[src/rtl/mult_seq16.sv]
// Sequential unsigned shift-add multiplier with start/done handshake.
// Iteration ends early once the remaining multiplier bits are zero; zero operands skip CALC.
module mult_seq16 #(
  parameter int unsigned WIDTH = 16
) (
  input  logic               clk,
  input  logic               clr_n,
  input  logic               start,
  input  logic [WIDTH-1:0]   a,
  input  logic [WIDTH-1:0]   b,
  output logic               busy,
  output logic               done,
  output logic [2*WIDTH-1:0] product
);

  localparam int unsigned CW = (WIDTH > 1) ? $clog2(WIDTH) : 1;

  typedef enum logic {
    IDLE = 1'b0,
    CALC = 1'b1
  } state_t;

  state_t             state, state_nxt;
  logic [2*WIDTH-1:0] mcand, mcand_nxt;
  logic [2*WIDTH-1:0] sum, sum_nxt, sum_add;
  logic [2*WIDTH-1:0] product_nxt;
  logic [WIDTH-1:0]   mplier, mplier_nxt, mplier_shr;
  logic [CW-1:0]      count, count_nxt;
  logic               done_nxt;
  logic               last;

  always_ff @(posedge clk or negedge clr_n) begin
    if (!clr_n) begin
      state   <= IDLE;
      mcand   <= '0;
      mplier  <= '0;
      sum     <= '0;
      count   <= '0;
      product <= '0;
      done    <= 1'b0;
    end else begin
      state   <= state_nxt;
      mcand   <= mcand_nxt;
      mplier  <= mplier_nxt;
      sum     <= sum_nxt;
      count   <= count_nxt;
      product <= product_nxt;
      done    <= done_nxt;
    end
  end

  always_comb begin
    state_nxt   = state;
    mcand_nxt   = mcand;
    mplier_nxt  = mplier;
    sum_nxt     = sum;
    count_nxt   = count;
    product_nxt = product;
    done_nxt    = 1'b0;

    sum_add    = mplier[0] ? (sum + mcand) : sum;
    mplier_shr = mplier >> 1;
    last       = (mplier_shr == '0) || (count == CW'(WIDTH - 1));

    unique case (state)
      IDLE: begin
        if (start) begin
          if ((a == '0) || (b == '0)) begin
            product_nxt = '0;
            done_nxt    = 1'b1;
          end else begin
            // Operand registers toggle only here, on an accepted start.
            mcand_nxt  = {{WIDTH{1'b0}}, a};
            mplier_nxt = b;
            sum_nxt    = '0;
            count_nxt  = '0;
            state_nxt  = CALC;
          end
        end
      end
      CALC: begin
        sum_nxt    = sum_add;
        mcand_nxt  = mcand << 1;
        mplier_nxt = mplier_shr;
        count_nxt  = count + CW'(1);
        if (last) begin
          product_nxt = sum_add;
          done_nxt    = 1'b1;
          state_nxt   = IDLE;
        end
      end
      default: state_nxt = IDLE;
    endcase
  end

  assign busy = (state == CALC);

  // A completion always returns to IDLE, so done and busy are never high together.
  no_done_while_busy: assert property (@(posedge clk) disable iff (!clr_n) !(busy && done));

endmodule

[config.mk]
export PLATFORM = sky130hd
export DESIGN_NAME = mult_seq16
export DESIGN_NICKNAME = d
export VERILOG_FILES = /design/src/rtl/mult_seq16.sv
export SDC_FILE = /design/constraint.sdc
export NUM_CORES = 1
export LEC_CHECK = 0
export BUFFER_PORTS_ARGS = -buffer_cell sky130_fd_sc_hd__buf_2
export CELL_PAD_IN_SITES_DETAIL_PLACEMENT = 1
export CELL_PAD_IN_SITES_GLOBAL_PLACEMENT = 1
export CORE_MARGIN = 5
export CORE_UTILIZATION = 45
export DETAILED_ROUTE_END_ITERATION = 6
export HOLD_SLACK_MARGIN = 0.03
export PLACE_DENSITY_LB_ADDON = 0.1
export SLEW_MARGIN = 0
export SYNTH_ARGS = -nofsm -noshare
export SYNTH_HDL_FRONTEND = slang
export SYNTH_SLANG_ARGS = --single-unit
export TNS_END_PERCENT = 30
[constraint.sdc]
create_clock -name clk -period 6.4 [get_ports clk]
set_input_delay 1.28 -clock clk [delete_from_list [all_inputs] [get_ports clk]]
set_output_delay 1.28 -clock clk [all_outputs]
set_load 0.02 [all_outputs]
After elaboration in Yosys (flattened, before gate mapping) --
Index checks and enable logic that the tools add are counted. Widths: inputs -> output; s select.
Cells by class: magnitude comparators 0, equal/unequal tests 5, div/mod/pow operators 0, reductions and logical operators 7, shifts and indexed selects 0, multiplexer cells 25, multipliers 0, bitwise gates (word level) 1, $add $sub $neg 2
Operator list (number):
- $mux 32 | 8
- $pmux 32 s2 | 3
- $logic_not 16->1 | 3
- $add 32x32->32 | 1
- $mux 16 | 2
- $pmux 16 s2 | 1
- $mux 4 | 2
- $pmux 4 s2 | 1
- $mux 1 | 6
- $ne 2x2->1 const B | 3
- $add 4x1->4 const B | 1
- $eq 4x4->1 const B | 1
- $pmux 1 s2 | 2
- $reduce_and 3->1 | 1
- $logic_or 1x1->1 | 2
- $ne 2x1->1 const B | 1
- $reduce_and 2->1 | 1
- $not 1->1 | 1
Word-level totals: ROM bits 0, bits in writable memories 0, register bits after elaboration 118, memories kept 0, latch bits 0, logic and storage cells 47

Depth between registers and ports, before layout --
word-level depth 5, gate-level depth with buffers 10, gate-level depth less buffers 10

Worst setup path after synthesis --
No wires, ideal clock.
path kind input to register, start point input b[3], end point register sum[11], arrival time 2.683 ns, stages 7, slack 3.634 ns, required time 6.317 ns, path through nor4_1 > nand4_1 > a31oi_2 > buf_2 > buf_1 > nand2_1 > o21ai_0
On the way: cells in the longest elaborated chain, start to end 4
RTL lines:
- start, declared | RTL line 10 | input logic [WIDTH-1:0] b,
- $logic_not 16->1 | RTL line 68 | if ((a == '0) || (b == '0)) begin
- $logic_or 1x1->1 | RTL line 68
- $ne 2x2->1 (no source line)
- $reduce_and 2->1 (no source line)
- end signal, assigned | RTL line 45 | sum <= sum_nxt;
- end, declared | RTL line 25 | logic [2*WIDTH-1:0] sum, sum_nxt, sum_add;
Every way passes these cells. A chain may end at the register's enable or synchronous reset.

Worst setup path in the final report --
start point register state, in the netlist busy, end point output busy
RTL lines:
- start, declared | RTL line 23 | state_t state, state_nxt;
- start signal, assigned | RTL line 42 | state <= state_nxt;
- end, declared | RTL line 11 | output logic busy,
No word-level cell between the ends.

==> flow_metrics.py <==
metrics = {
    "hold_path": {
        "min_path_type": "flip-flop to flip-flop",
    },
    "pwr": {
        "p_leak_nw": 3.76,
        "power-per-cell-area_nw_per_um2": 616,
        "ir_worst_vdd_mv": 0.256,
    },
    "synthesis": {
        "avgSynthCellArea_um2": 9.74,
        "synth_area_um2": 6800,
        "yosysMostFrequentCell": "dfrtp_1",
        "synth_cell_types": 69,
        "yosysTopAreaCell": "dfrtp_1",
        "synthTopCellsByArea": "dfrtp_1 (43%), o21ai_0 (6.3%), mux2i_1 (6.2%)",
        "synth_edf_count": 0,
        "synthFlopType": "dfrtp_1",
        "synth_top_area_frac": 0.434,
        "ys_ff_latch": 118,
        "synthTopCellsByCount": "dfrtp_1 (118), nand2_1 (106), o21ai_0 (86)",
        "synthesis.instances": 698,
        "yosys_warnings": 0,
        "synth_seq_area_share": 0.434,
        "async_reset_ff_frac": 1.00,
        "synthesis.nets": 766,
    },
    "cts": {
        "cts_resized": 0,
        "cts_sinks": 118,
        "cts_tree": "yes",
        "clock_insertion_delay_worst_skew_ns": 0.43,
        "root_buffer": "clkbuf_16",
        "holdBufCountCts": 0,
        "numCtsBuffers": 17,
        "clockBufferDepth": 2,
        "cts.htree.levels": 4,
        "cts.clk_slew.worst_paths_ns": 0.06,
        "cts_setup_buffers": 0,
    },
    "worst_setup_path": {
        "reg2reg_setup_slack_ns": 3.45,
        "crit_fanout": 62,
        "required_ns": 5.12,
        "worst_path_largest_cell_delay_ns": 0.68,
        "endpoint": "busy",
        "rr_startpoint": "mcand[1]$_DFFE_PN0P_",
        "cp-startpoint": "busy$_DFF_PN0_",
        "rr_endpoint": "product[27]$_DFFE_PN0P_",
        "path_depth": 2,
        "end_kind": "primary output",
        "critPathArrivalTime_ns": 1.77,
        "worst-setup-path-type": "flip-flop to primary output",
        "start_kind": "flip-flop",
        "critical_path.top_delay_family": "buffers and inverters",
        "reg2regPathDepth": 9,
        "cp_slowest_cell": "buf_4",
        "crit_chain": "buf_4 > buf_2",
        "critPathBufInv": 2,
    },
    "timing": {
        "timing.final.max_slew_violations": 0,
        "fin_setup_tns_ns": 0,
        "hold_viol": 0,
        "max_freq_mhz": 327,
        "skew_ns": 0.0103,
        "finalWorstSetupSlack_ns": 3.35,
        "tightest_slew_ns": 0.927,
        "rsz0062_at_grt": "no",
        "slew_headroom": 0.382,
        "timing.final.crit_share": 0.477,
        "setup_viol": 0,
        "layout_min_cycle_time_ns": 3.05,
    },
    "global_routing": {
        "gr-usage-all-layers": 0.230,
        "first_global_vias": 6156,
        "grt_max_degree": 66,
        "grt_pass1_wl_mm": 32.5,
        "antenna_found_initial": 0,
        "grt_overflow": 0,
    },
    "route": {
        "wl_per_cell_um": 20.4,
        "ant_nets": 0,
        "drt_pass1_iterations": 4,
        "topRoutingLayerUsed": "met4",
        "drt-met1-wl_mm": 8.98,
        "finalWirelength_mm": 19.5,
        "vias": 5665,
        "met2_length_mm": 9.46,
        "met3_length_um": 946,
        "drc_errors": 0,
        "drt_iter0_markers": 290,
        "vias_per_cell": 5.93,
    },
    "final_layout": {
        "syn_to_final_growth_pct": 14.8,
        "n_fill_cell": 1700,
        "fin_nets": 823,
        "final_layout_size_suffix_gt1_frac": 0.173,
        "diodes": 0,
    },
    "floorplanning": {
        "fp.dieH_um": 133,
        "die_x_um": 133,
        "die_area_um2": 17700,
        "pin_count": 69,
        "fp-row-count": 45,
        "start_util": 0.452,
        "core_area_um2": 15000,
    },
    "placement": {
        "gp_congestion": 0.898,
        "post-place-ws_ns": 2.89,
        "dp_hpwl_mm": 13.7,
        "io_buffers": 68,
    },
    "status": {
        "status": "finished, final reports clean",
    },
    "flow_run": {
        "max-cap-violations": 0,
    },
}
## cells in the final DEF, fill, tap and decap left out, types with 4 or more instances in the layout
cell type  synthesis  final
a21oi_1           30     30
clkbuf_16          0     17
o21ai_0           86     86
o31ai_1           11     11
nor2_1            25     25
nand3_1           15     15
a211oi_1           4      4
clkbuf_8           8      6
ha_1              32     32
nand2_1          106    106
o21ai_1            7      7
xnor2_1           14     14
a21o_1            16     16
o211ai_1           6      6
and3_1             6      6
nor4_1            13     13
nand4_1            6      6
o21bai_1           4      4
dfrtp_1          118    117
mux2_2             6      6
buf_4              0      9
or3_1              5      5
a22o_1            24     24
xor2_1            10     10
mux2i_1           42     42
inv_1              8      8
buf_2              1     67
## routing by layer
metal	vias to the layer above	global-route usage
li1	2686	-
met1	2856	0.310
met2	109	0.376
met3	14	0.0616
met4	0	0.0450
met5	-	0
## worst min path at each step
stage                       startpoint  cells past startpoint  slack, ns                       to
2_1_floorplan       sum[0]$_DFFE_PN0P_                      2       0.47       sum[0]$_DFFE_PN0P_
3_3_place_gp   product[13]$_DFFE_PN0P_                      2       0.46  product[13]$_DFFE_PN0P_
3_5_place_dp   product[12]$_DFFE_PN0P_                      2       0.47  product[12]$_DFFE_PN0P_
4_1_cts        product[12]$_DFFE_PN0P_                      2       0.48  product[12]$_DFFE_PN0P_
5_1_grt        product[20]$_DFFE_PN0P_                      2       0.51  product[20]$_DFFE_PN0P_
6_report       product[12]$_DFFE_PN0P_                      2       0.47  product[12]$_DFFE_PN0P_
## worst min-delay path, stage by stage, from the launching register on
cell and delay (ns):
dfrtp_1 0.33, nand2_1 0.05, o31ai_1 0.05
## where the power goes
group          internal, W  switching, W  leakage [nW]
Combinational     0.000969       0.00153          1.99
Clock             0.000596      0.000346         0.279
Sequential         0.00109      0.000290          1.50
Total              0.00265       0.00216          3.76
## registers in the layout (all words and copies together) (netlist names)
register	count
mcand	32
count	4
busy	1
done	1
sum	32
mplier	16
product	32
## cells by family after synthesis
| family | synth area share |
|---|---|
| buffers and inverters | 0.0397 |
| DFF | 0.434 |
| xor gates and xnor gates | 0.0309 |
| muxes | 0.0734 |
| adders and majority gates | 0.0618 |
| and+or+nand+nor | 0.131 |
| AOI/OAI and AO/OA | 0.229 |
## metrics by stage
| step | hold WS [ns] | utilization | area (um^2) | total power [W] | std cells |
|---|---|---|---|---|---|
| floorplan | 0.468 | - | 6800 | 0.00318 | 698 |
| global placement | 0.456 | 0.480 | 7220 | 0.00376 | 924 |
| detailed placement | 0.468 | 0.480 | 7220 | 0.00387 | 924 |
| CTS | 0.479 | 0.519 | 7810 | 0.00484 | 956 |
| global route | 0.507 | 0.519 | 7810 | 0.00518 | 956 |
| finish | 0.470 | 0.519 | 7810 | 0.00481 | 956 |
## final cells by class
| class | instances | area (um^2) | area share |
|---|---|---|---|
| clock inverters | 6 | 66.3 | 0.00849 |
| multi-input cells | 534 | 3600 | 0.461 |
| well taps | 188 | 235 | 0.0301 |
| clock buffers | 26 | 519 | 0.0665 |
| repair buffers | 76 | 403 | 0.0516 |
| flip-flops and latches | 118 | 2950 | 0.378 |
| inverters | 8 | 30.0 | 0.00385 |
Note: power is estimated with default switching activity, not from simulation.
